--- config.mk ---
export PLATFORM = sky130hd
export DESIGN_NAME = pipeline_stall_ctrl
export DESIGN_NICKNAME = d
export VERILOG_FILES = /design/src/rtl/pipeline_ctrl_pkg.sv /design/src/rtl/pipeline_loaduse_detect.sv /design/src/rtl/pipeline_stall_ctrl.sv
export SDC_FILE = /design/constraint.sdc
export NUM_CORES = 1
export LEC_CHECK = 0
export CAP_MARGIN = 40
export CORE_MARGIN = 10
export CORE_UTILIZATION = 36
export CTS_CLUSTER_SIZE = 8
export DETAILED_ROUTE_END_ITERATION = 7
export HOLD_SLACK_MARGIN = 0.08
export PLACE_DENSITY = 0.81
export SYNTH_ARGS = -nofsm -noshare
export SYNTH_HDL_FRONTEND = slang
export SYNTH_SLANG_ARGS = --single-unit
--- constraint.sdc ---
create_clock -name clk -period 2.3 [get_ports clk]
set_input_delay 0.46 -clock clk [delete_from_list [all_inputs] [get_ports clk]]
set_output_delay 0.46 -clock clk [all_outputs]
set_load 0.05 [all_outputs]
--- src/rtl/pipeline_ctrl_pkg.sv ---
// rtl/pipeline_ctrl_pkg.sv - shared types and constants for the pipeline stall controller
package pipeline_ctrl_pkg;
   localparam int REG_W = 5;
   localparam logic [REG_W-1:0] REG_ZERO = 5'd0;

   typedef enum logic [1:0] {
      RUN   = 2'd0,
      MWAIT = 2'd1,
      HALT  = 2'd2,
      FAULT = 2'd3
   } state_e;

   typedef struct packed {
      logic stall_pc;
      logic stall_ifid;
      logic stall_idex;
      logic stall_exmem;
      logic flush_ifid;
      logic flush_idex;
      logic flush_memwb;
   } ctrl_t;

   // Freeze every stage and drain a bubble into WB.
   function automatic ctrl_t full_stall();
      ctrl_t c;
      c = '0;
      c.stall_pc    = 1'b1;
      c.stall_ifid  = 1'b1;
      c.stall_idex  = 1'b1;
      c.stall_exmem = 1'b1;
      c.flush_memwb = 1'b1;
      return c;
   endfunction
endpackage

--- src/rtl/pipeline_loaduse_detect.sv ---
// rtl/pipeline_loaduse_detect.sv - combinational load-use hazard comparator
module pipeline_loaduse_detect
   import pipeline_ctrl_pkg::*;
(
   input  logic             ex_mtr,
   input  logic [REG_W-1:0] ex_rd,
   input  logic [REG_W-1:0] id_rs,
   input  logic [REG_W-1:0] id_rt,
   input  logic             id_uses_rs,
   input  logic             id_uses_rt,
   output logic             hazard
);
   assign hazard = ex_mtr && (ex_rd != REG_ZERO) &&
                   ((id_uses_rs && (id_rs == ex_rd)) || (id_uses_rt && (id_rt == ex_rd)));
endmodule

--- src/rtl/pipeline_stall_ctrl.sv ---
// rtl/pipeline_stall_ctrl.sv - hazard/stall sequencer for the five-stage pipeline
// Optional PIPE_STALL_CNT_EN adds a saturating stall_cnt output.
module pipeline_stall_ctrl
   import pipeline_ctrl_pkg::*;
#(
   parameter int MEM_TIMEOUT = 15
)
(
   input  logic             clk,
   input  logic             rst,
   input  logic [REG_W-1:0] id_rs,
   input  logic [REG_W-1:0] id_rt,
   input  logic             id_uses_rs,
   input  logic             id_uses_rt,
   input  logic             ex_mtr,
   input  logic [REG_W-1:0] ex_rd,
   input  logic             branch_taken,
   input  logic             mem_busy,
   input  logic             wb_halt,
   input  logic             resume,
   output logic             stall_pc,
   output logic             stall_ifid,
   output logic             stall_idex,
   output logic             stall_exmem,
   output logic             flush_ifid,
   output logic             flush_idex,
   output logic             flush_memwb,
   output logic             halted,
   output logic             fault
`ifdef PIPE_STALL_CNT_EN
   ,
   output logic [31:0]      stall_cnt
`endif
);
   localparam int CNT_W = $clog2(MEM_TIMEOUT + 1);
   localparam logic [CNT_W-1:0] CNT_MAX = CNT_W'(MEM_TIMEOUT);

   state_e           state_q, state_d;
   logic [CNT_W-1:0] wait_cnt_q, wait_cnt_d;
   logic             load_use;
   logic             halt_req;
   logic             halted_c, fault_c;
   ctrl_t            run_ctrl, ctrl;

   pipeline_loaduse_detect u_loaduse (
      .ex_mtr     (ex_mtr),
      .ex_rd      (ex_rd),
      .id_rs      (id_rs),
      .id_rt      (id_rt),
      .id_uses_rs (id_uses_rs),
      .id_uses_rt (id_uses_rt),
      .hazard     (load_use)
   );

   always_ff @(posedge clk or negedge rst) begin
      if (!rst) begin
         state_q    <= RUN;
         wait_cnt_q <= '0;
      end else begin
         state_q    <= state_d;
         wait_cnt_q <= wait_cnt_d;
      end
   end

   always_comb begin
      state_d    = state_q;
      wait_cnt_d = wait_cnt_q;
      case (state_q)
         RUN: begin
            if (wb_halt) begin
               state_d = HALT;
            end else if (mem_busy) begin
               state_d    = MWAIT;
               wait_cnt_d = CNT_W'(1);
            end
         end
         MWAIT: begin
            if (mem_busy) begin
               if (wait_cnt_q < CNT_MAX) wait_cnt_d = wait_cnt_q + CNT_W'(1);
               else                      state_d    = FAULT;
            end else begin
               state_d    = RUN;
               wait_cnt_d = '0;
            end
         end
         HALT:    if (resume) state_d = RUN;
         FAULT:   state_d = FAULT;
         default: state_d = RUN;
      endcase
   end

   // Normal-operation response; a halt request is not re-armed while already halted.
   always_comb begin
      halt_req = wb_halt && (state_q != HALT);
      run_ctrl = '0;
      if (halt_req || mem_busy) begin
         run_ctrl = full_stall();
      end else if (branch_taken) begin
         run_ctrl.flush_ifid = 1'b1;
         run_ctrl.flush_idex = 1'b1;
      end else if (load_use) begin
         run_ctrl.stall_pc   = 1'b1;
         run_ctrl.stall_ifid = 1'b1;
         run_ctrl.flush_idex = 1'b1;
      end
   end

   always_comb begin
      ctrl     = '0;
      halted_c = 1'b0;
      fault_c  = 1'b0;
      case (state_q)
         RUN, MWAIT: ctrl = run_ctrl;
         HALT: begin
            ctrl     = resume ? run_ctrl : full_stall();
            halted_c = 1'b1;
         end
         FAULT: begin
            ctrl    = full_stall();
            fault_c = 1'b1;
         end
         default: ctrl = '0;
      endcase
   end

   assign stall_pc    = rst & ctrl.stall_pc;
   assign stall_ifid  = rst & ctrl.stall_ifid;
   assign stall_idex  = rst & ctrl.stall_idex;
   assign stall_exmem = rst & ctrl.stall_exmem;
   assign flush_ifid  = rst & ctrl.flush_ifid;
   assign flush_idex  = rst & ctrl.flush_idex;
   assign flush_memwb = rst & ctrl.flush_memwb;
   assign halted      = rst & halted_c;
   assign fault       = rst & fault_c;

`ifdef PIPE_STALL_CNT_EN
   logic [31:0] stall_cnt_q, stall_cnt_d;

   always_comb begin
      stall_cnt_d = stall_cnt_q;
      if (stall_pc && (stall_cnt_q != 32'hFFFF_FFFF)) stall_cnt_d = stall_cnt_q + 32'd1;
   end

   always_ff @(posedge clk or negedge rst) begin
      if (!rst) stall_cnt_q <= '0;
      else      stall_cnt_q <= stall_cnt_d;
   end

   assign stall_cnt = stall_cnt_q;
`endif
endmodule
**After elaboration in Yosys (flattened, before gate mapping)**

Index checks and enable logic that the tools add are counted.

- Output and inout port bits: 9
- ROM bits: 0
- Bits of input ports: 24
- Memory bits (writable): 0
- Bits in latches: 0
- Memories kept: 0
- Bits in registers: 6
- Word-level logic and storage cells: 62

- Reductions and logical operators: 13
- Order comparisons: 1
- Shift-type cells: 0
- Bitwise gates (word level): 9
- Multipliers: 0
- Multiplexer cells: 24
- Divide/modulo/power cells: 0
- Add/sub/neg operators: 1
- Eq/ne operators: 12

Operators with widths:

| kind | count |
|---|---|
| $pmux W7 S3 | 1 |
| $mux W2 | 10 |
| $mux W4 | 4 |
| $eq A5 B5 Y1 | 2 |
| $and A1 B1 Y1 | 9 |
| $ne A3 B3 Y1 const B | 3 |
| $ne A2 B2 Y1 const B | 4 |
| $pmux W2 S4 | 1 |
| $pmux W4 S2 | 1 |
| $mux W7 | 1 |
| $mux W1 | 6 |
| $logic_and A1 B1 Y1 | 5 |
| $reduce_bool A5 Y1 | 1 |
| $add A4 B1 Y4 const B | 1 |
| $eq A2 B2 Y1 const B | 2 |
| $lt A4 B4 Y1 const B | 1 |
| $reduce_and A4 Y1 | 1 |
| $reduce_and A3 Y1 | 1 |
| $eq A2 B1 Y1 const B | 1 |
| $logic_not A2 Y1 | 1 |
| $logic_or A1 B1 Y1 | 2 |
| $reduce_bool A2 Y1 | 1 |
| $reduce_or A2 Y1 | 1 |

**Logic depth before layout (Yosys ltp)**

Gate-level depths: netlist of run 1.

- Depth in word-level cells: 10
- Depth in mapped cells: 6
- Mapped depth without buffers: 5

**Hierarchy**

Synthesis of run 1 repeated with hierarchy kept, for this count alone.

- Cell total of the unflattened synthesis: 65
- Area, all modules: 563.0 µm²

Modules (own cells, without submodules):

| module | area an instance (µm²) | times used | cells each |
|---|---|---|---|
| pipeline_stall_ctrl | 429.2 | 1 | 48 |
| pipeline_loaduse_detect | 133.9 | 1 | 17 |

**Worst setup path before layout of run 1**

OpenSTA, ideal clock, no wires.

- Kind: input-to-output
- From: in ex_rd[3]
- To: out stall_pc
- Path buffers: 1
- Data arrival time: 3172 ps
- Cell stages on the path: 5
- Setup slack: -1332 ps
- Cells stage by stage: xor2_1 > nor4_1 > a32oi_1 > o41ai_1 > buf_4

- Longest elaborated chain between the ends: 10
- Elaborated cells on any way between the ends: 14

RTL lines:

| what | line | text |
|---|---|---|
| start: declaration | pipeline_stall_ctrl.sv:16 | `input logic [REG_W-1:0] ex_rd,` |
| $eq A5 B5 Y1 | pipeline_loaduse_detect.sv:14 | `((id_uses_rs && (id_rs == ex_rd)) \|\| (id_uses_rt && (id_rt == ex_rd)));` |
| $logic_and A1 B1 Y1 | pipeline_loaduse_detect.sv:14 |  |
| $logic_or A1 B1 Y1 | pipeline_loaduse_detect.sv:14 |  |
| $logic_and A1 B1 Y1 * | pipeline_loaduse_detect.sv:13 | `assign hazard = ex_mtr && (ex_rd != REG_ZERO) &&` |
| $mux W2 * | pipeline_stall_ctrl.sv:101 | `end else if (load_use) begin` |
| $mux W2 * | pipeline_stall_ctrl.sv:98 | `end else if (branch_taken) begin` |
| $mux W2 * | pipeline_stall_ctrl.sv:96 | `if (halt_req \|\| mem_busy) begin` |
| $mux W7 | pipeline_stall_ctrl.sv:115 | `ctrl = resume ? run_ctrl : full_stall();` |
| $pmux W7 S3 * | pipeline_stall_ctrl.sv:112 | `case (state_q)` |
| $and A1 B1 Y1 * | pipeline_stall_ctrl.sv:126 | `assign stall_pc = rst & ctrl.stall_pc;` |
| end: declaration | pipeline_stall_ctrl.sv:21 | `output logic stall_pc,` |

Every way passes the cells marked *; elsewhere a longest branch is shown, timed or not.

**Worst setup path in the final report of run 1**

- From: in id_rs[3]
- To: out stall_ifid

- Longest elaborated chain between the ends: 10

RTL lines:

| what | line | text |
|---|---|---|
| start: declaration | pipeline_stall_ctrl.sv:11 | `input logic [REG_W-1:0] id_rs,` |
| $eq A5 B5 Y1 * | pipeline_loaduse_detect.sv:14 |  |
| $logic_and A1 B1 Y1 * | pipeline_loaduse_detect.sv:14 |  |
| $logic_or A1 B1 Y1 * | pipeline_loaduse_detect.sv:14 |  |
| $logic_and A1 B1 Y1 * | pipeline_loaduse_detect.sv:13 |  |
| $mux W2 * | pipeline_stall_ctrl.sv:101 |  |
| $mux W2 * | pipeline_stall_ctrl.sv:98 |  |
| $mux W2 * | pipeline_stall_ctrl.sv:96 |  |
| $mux W7 | pipeline_stall_ctrl.sv:115 |  |
| $pmux W7 S3 * | pipeline_stall_ctrl.sv:112 |  |
| $and A1 B1 Y1 * | pipeline_stall_ctrl.sv:127 | `assign stall_ifid = rst & ctrl.stall_ifid;` |
| end: declaration | pipeline_stall_ctrl.sv:22 | `output logic stall_ifid,` |

Marks and branches as above.

==> out/metrics.csv, run 1 <==
stage;metric;value;unit
finish;layout_commonest_cell;buf_4;
drt;initialDrtViolationCount;13;
sta;final-setup-viol-count;2;
pwr;p_total;0.000873;W
global_route;grt_busiest_layer;met2;
die;rows;14;
min_path;hold_class;in2async;
drt;routed_wl;2250;um
sta;hold_violations;0;
global_route;grt_pass1_vias;740;
logic_synthesis;synth_top_cell_by_area;dfrtp_1;
pwr;p_leak;0.529;nW
die;coreArea;0.00149;sq mm
drt;drc;0;
worst_setup_path;worstPathArrival;1.87;ns
finish;nNetsFinal;139;
global_route;grt_max_degree;12;
finish;final_cell_mix;17 x buf_4, 6 x inv_1, 6 x clkdlybuf4s50_1, 6 x buf_12, 6 x dfrtp_1;
logic_synthesis;synth_warnings;0;
global_route;grt_usage;0.129;
global_route;grt-ovfl-total;0;
logic_synthesis;synth_cell_types;29;
global_route;grt_first_pass_wirelength;3390;um
worst_setup_path;end_kind;output pin;
sta;hold_ws;0.552;ns
sta;fin_ws;-0.0257;ns
logic_synthesis;synth_area_per_cell;8.30;sq um
finish;antenna_cells;0;
pwr;p_sw;0.000399;W
pwr;powerDensity;734;mW/mm^2
clock_tree;ctsHoldBuffers;0;
placement;io_buffers;32;
worst_setup_path;crit_path_end;stall_ifid;
die;die_w;59.6;um
finish;design_area;0.00119;sq mm
pwr;internal_power;0.000474;W
placement;gp_congestion;0.843;
worst_setup_path;cp_max_fo;2;
sta;relSlewSlack;0.766;
clock_tree;clockBufferDepth;2;
placement;dpl-instance-area;0.00103;sq mm
worst_setup_path;path_class;in2out;
worst_setup_path;r2r-end;wait_cnt_q[3]$_DFFE_PN0P_;
worst_setup_path;cp-start-kind;input pin;
logic_synthesis;syn-num-nets;93;
sta;period_share;1.01;
finish;fin_cells;128;
worst_setup_path;required;1.84;ns
drt;first_pass_iters;4;
sta;min_period;2.33;ns
worst_setup_path;reg2reg_depth;5;
global_route;grt_use_met3;0.0644;
pwr;switching_share;0.457;
outcome;failed_checks;setup timing;
pwr;p_clk_frac;0.123;
placement;dp_hpwl;1630;um
die;initial_core_util;0.379;
sta;max_freq;0.430;GHz
pwr;p_seq_frac;0.224;
drt;drtAntennaViolNets;0;
clock_tree;clk_pin_slew;0.05;ns
drt;vias;697;
die;dieArea;0.00355;sq mm
sta;maxSlewViolCount;0;
die;ios;33;
logic_synthesis;synth_top_area_frac;0.266;
logic_synthesis;synthTopCellsByArea;dfrtp_1 27%, xor2_1 12%, xnor2_1 4.7%, o21ai_0 4.4%, buf_4 4.0%;
clock_tree;numCtsBuffers;3;
clock_tree;cts-root-buf;clkbuf_4;
drt;routed_via_density;5.45;
clock_tree;cts_tree;yes;
drt;wl_per_cell;17.5;um
sta;rsz0062_at_grt;yes;
finish;fin_util;0.798;
worst_setup_path;crit_start;id_rs[3];
sta;tightest_slew;0.348;ns
clock_tree;clock-sinks;6;
logic_synthesis;postSynthCellCount;68;
sta;skew;0.00661;ns
worst_setup_path;regToRegSetupSlack;0.71;ns
pwr;ir_drop;0.000435;V
clock_tree;clock_latency;0.26;ns
finish;syn_to_final_growth;111;%
die;die_h;59.6;um
clock_tree;cts_max_level;1;
worst_setup_path;timing.rr.start;wait_cnt_q[0]$_DFFE_PN0P_;
outcome;status;finished with violations;
placement;dpl.cell_count;122;
run;cap_violations;0;
logic_synthesis;syn_area;564;sq um
logic_synthesis;ys_ff_latch;6;
pwr;combPwrFrac;0.653;
finish;layout-drive-gt1-share;0.455;
logic_synthesis;yosysSeqAreaShare;0.266;
global_route;grt_antenna_before_repair;0;
global_route;use_met2;0.211;
global_route;use_met1;0.115;
## cell families (layout without fill, tap and decap cells)
logic type               count (synthesis)  count (layout)  share of synthesized area
AND/OR/NAND/NOR                         21              21                      0.224
AO/OA/AOI/OAI                           17              17                      0.191
flip-flops                               6               6                      0.266
adder cells (fa/ha/maj)                  1               1                     0.0222
XOR/XNOR                                11              11                      0.171
multiplexers                             1               1                     0.0200
buffers and inverters                   11              55                      0.106
## routing by layer
metal	up-vias	share of wire
li1	328	-
met1	324	0.34
met2	36	0.51
met3	9	0.10
met4	0	0.046
met5	-	0
## area by class of cell
type                       instances  area, sq um
tap                               16         20.0
inverter                           6         22.5
clock buffer                       3         22.5
sequential                         6          150
fill                              95          300
timing repair buffer              46          473
multi-input combinational         51          500
## what timing repair did
action | CTS | global route
resized for setup | 42 | 25
pin swaps | 14 | 13
hold endpoints to repair | 0 | 0
setup endpoints to repair | 7 | 3
setup buffers | 3 | 1
## stage by stage
stage	setup TNS, ns	worst slack [ns]
finish	-0.0469	-0.0257
global route	-0.145	-0.0749
CTS	0	0.000362
detailed placement	-1.75	-0.409
global placement	-1.46	-0.370
floorplan	-0.324	-0.275
## sequential cells by signal (all words and copies together) (netlist names)
| register | count |
|---|---|
| wait_cnt_q | 4 |
| state_q | 2 |
## worst max-delay path, stage by stage
cell and delay, ns:
buf_8 0.10, xor2_4 0.17, nor4_4 0.29, a32oi_2 0.18, o41ai_4 0.34, buf_4 0.19
buf_12 0.13
## Yosys cell counts
cell	number
a21oi_1	4
a21oi_2	1
a22oi_1	1
a31oi_1	1
a32oi_1	1
and2_0	1
buf_4	3
buf_6	1
clkbuf_1	1
dfrtp_1	6
ha_1	1
inv_1	6
mux2_2	1
nand2_1	3
nand2b_1	1
nand3_1	3
nand3b_1	1
nand4_1	1
nor2_1	3
nor3_1	2
nor3b_4	1
nor4_1	2
o21ai_0	5
o31ai_1	3
o41ai_1	1
or2_2	1
or4_1	2
xnor2_1	3
xor2_1	8
## power groups by stage
stage | logic, W | clock network (W) | registers [W]
floorplan | 0.000344 | 0 | 0.000172
global placement | 0.000513 | 0 | 0.000194
detailed placement | 0.000525 | 0 | 0.000197
CTS | 0.000553 | 0.000105 | 0.000195
global route | 0.000615 | 0.000115 | 0.000200
finish | 0.000570 | 0.000107 | 0.000196
## worst min-delay path by stage
| stage | endpoint | slack [ns] | cells past startpoint |
|---|---|---|---|
| after floorplan | state_q[0]$_DFFE_PN0P_ | 0.16 | 0 |
| after global placement | wait_cnt_q[1]$_DFFE_PN0P_ | 0.52 | 2 |
| after detailed placement | wait_cnt_q[1]$_DFFE_PN0P_ | 0.55 | 2 |
| after CTS | state_q[0]$_DFFE_PN0P_ | 0.55 | 2 |
| after global routing | state_q[0]$_DFFE_PN0P_ | 0.56 | 2 |
| final | state_q[0]$_DFFE_PN0P_ | 0.55 | 2 |
Note: power is estimated with default switching activity, not from simulation.
==> run 2, diff against run 1 <==
--- a/config.mk
+++ b/config.mk
@@ -8,6 +8,7 @@
 export CAP_MARGIN = 40
 export CORE_MARGIN = 10
 export CORE_UTILIZATION = 36
+export CTS_CLUSTER_DIAMETER = 50
 export CTS_CLUSTER_SIZE = 8
 export DETAILED_ROUTE_END_ITERATION = 7
 export HOLD_SLACK_MARGIN = 0.08
==> results of run 2 <==
No change in the layout: final DEF, timing and power equal those of run 1.
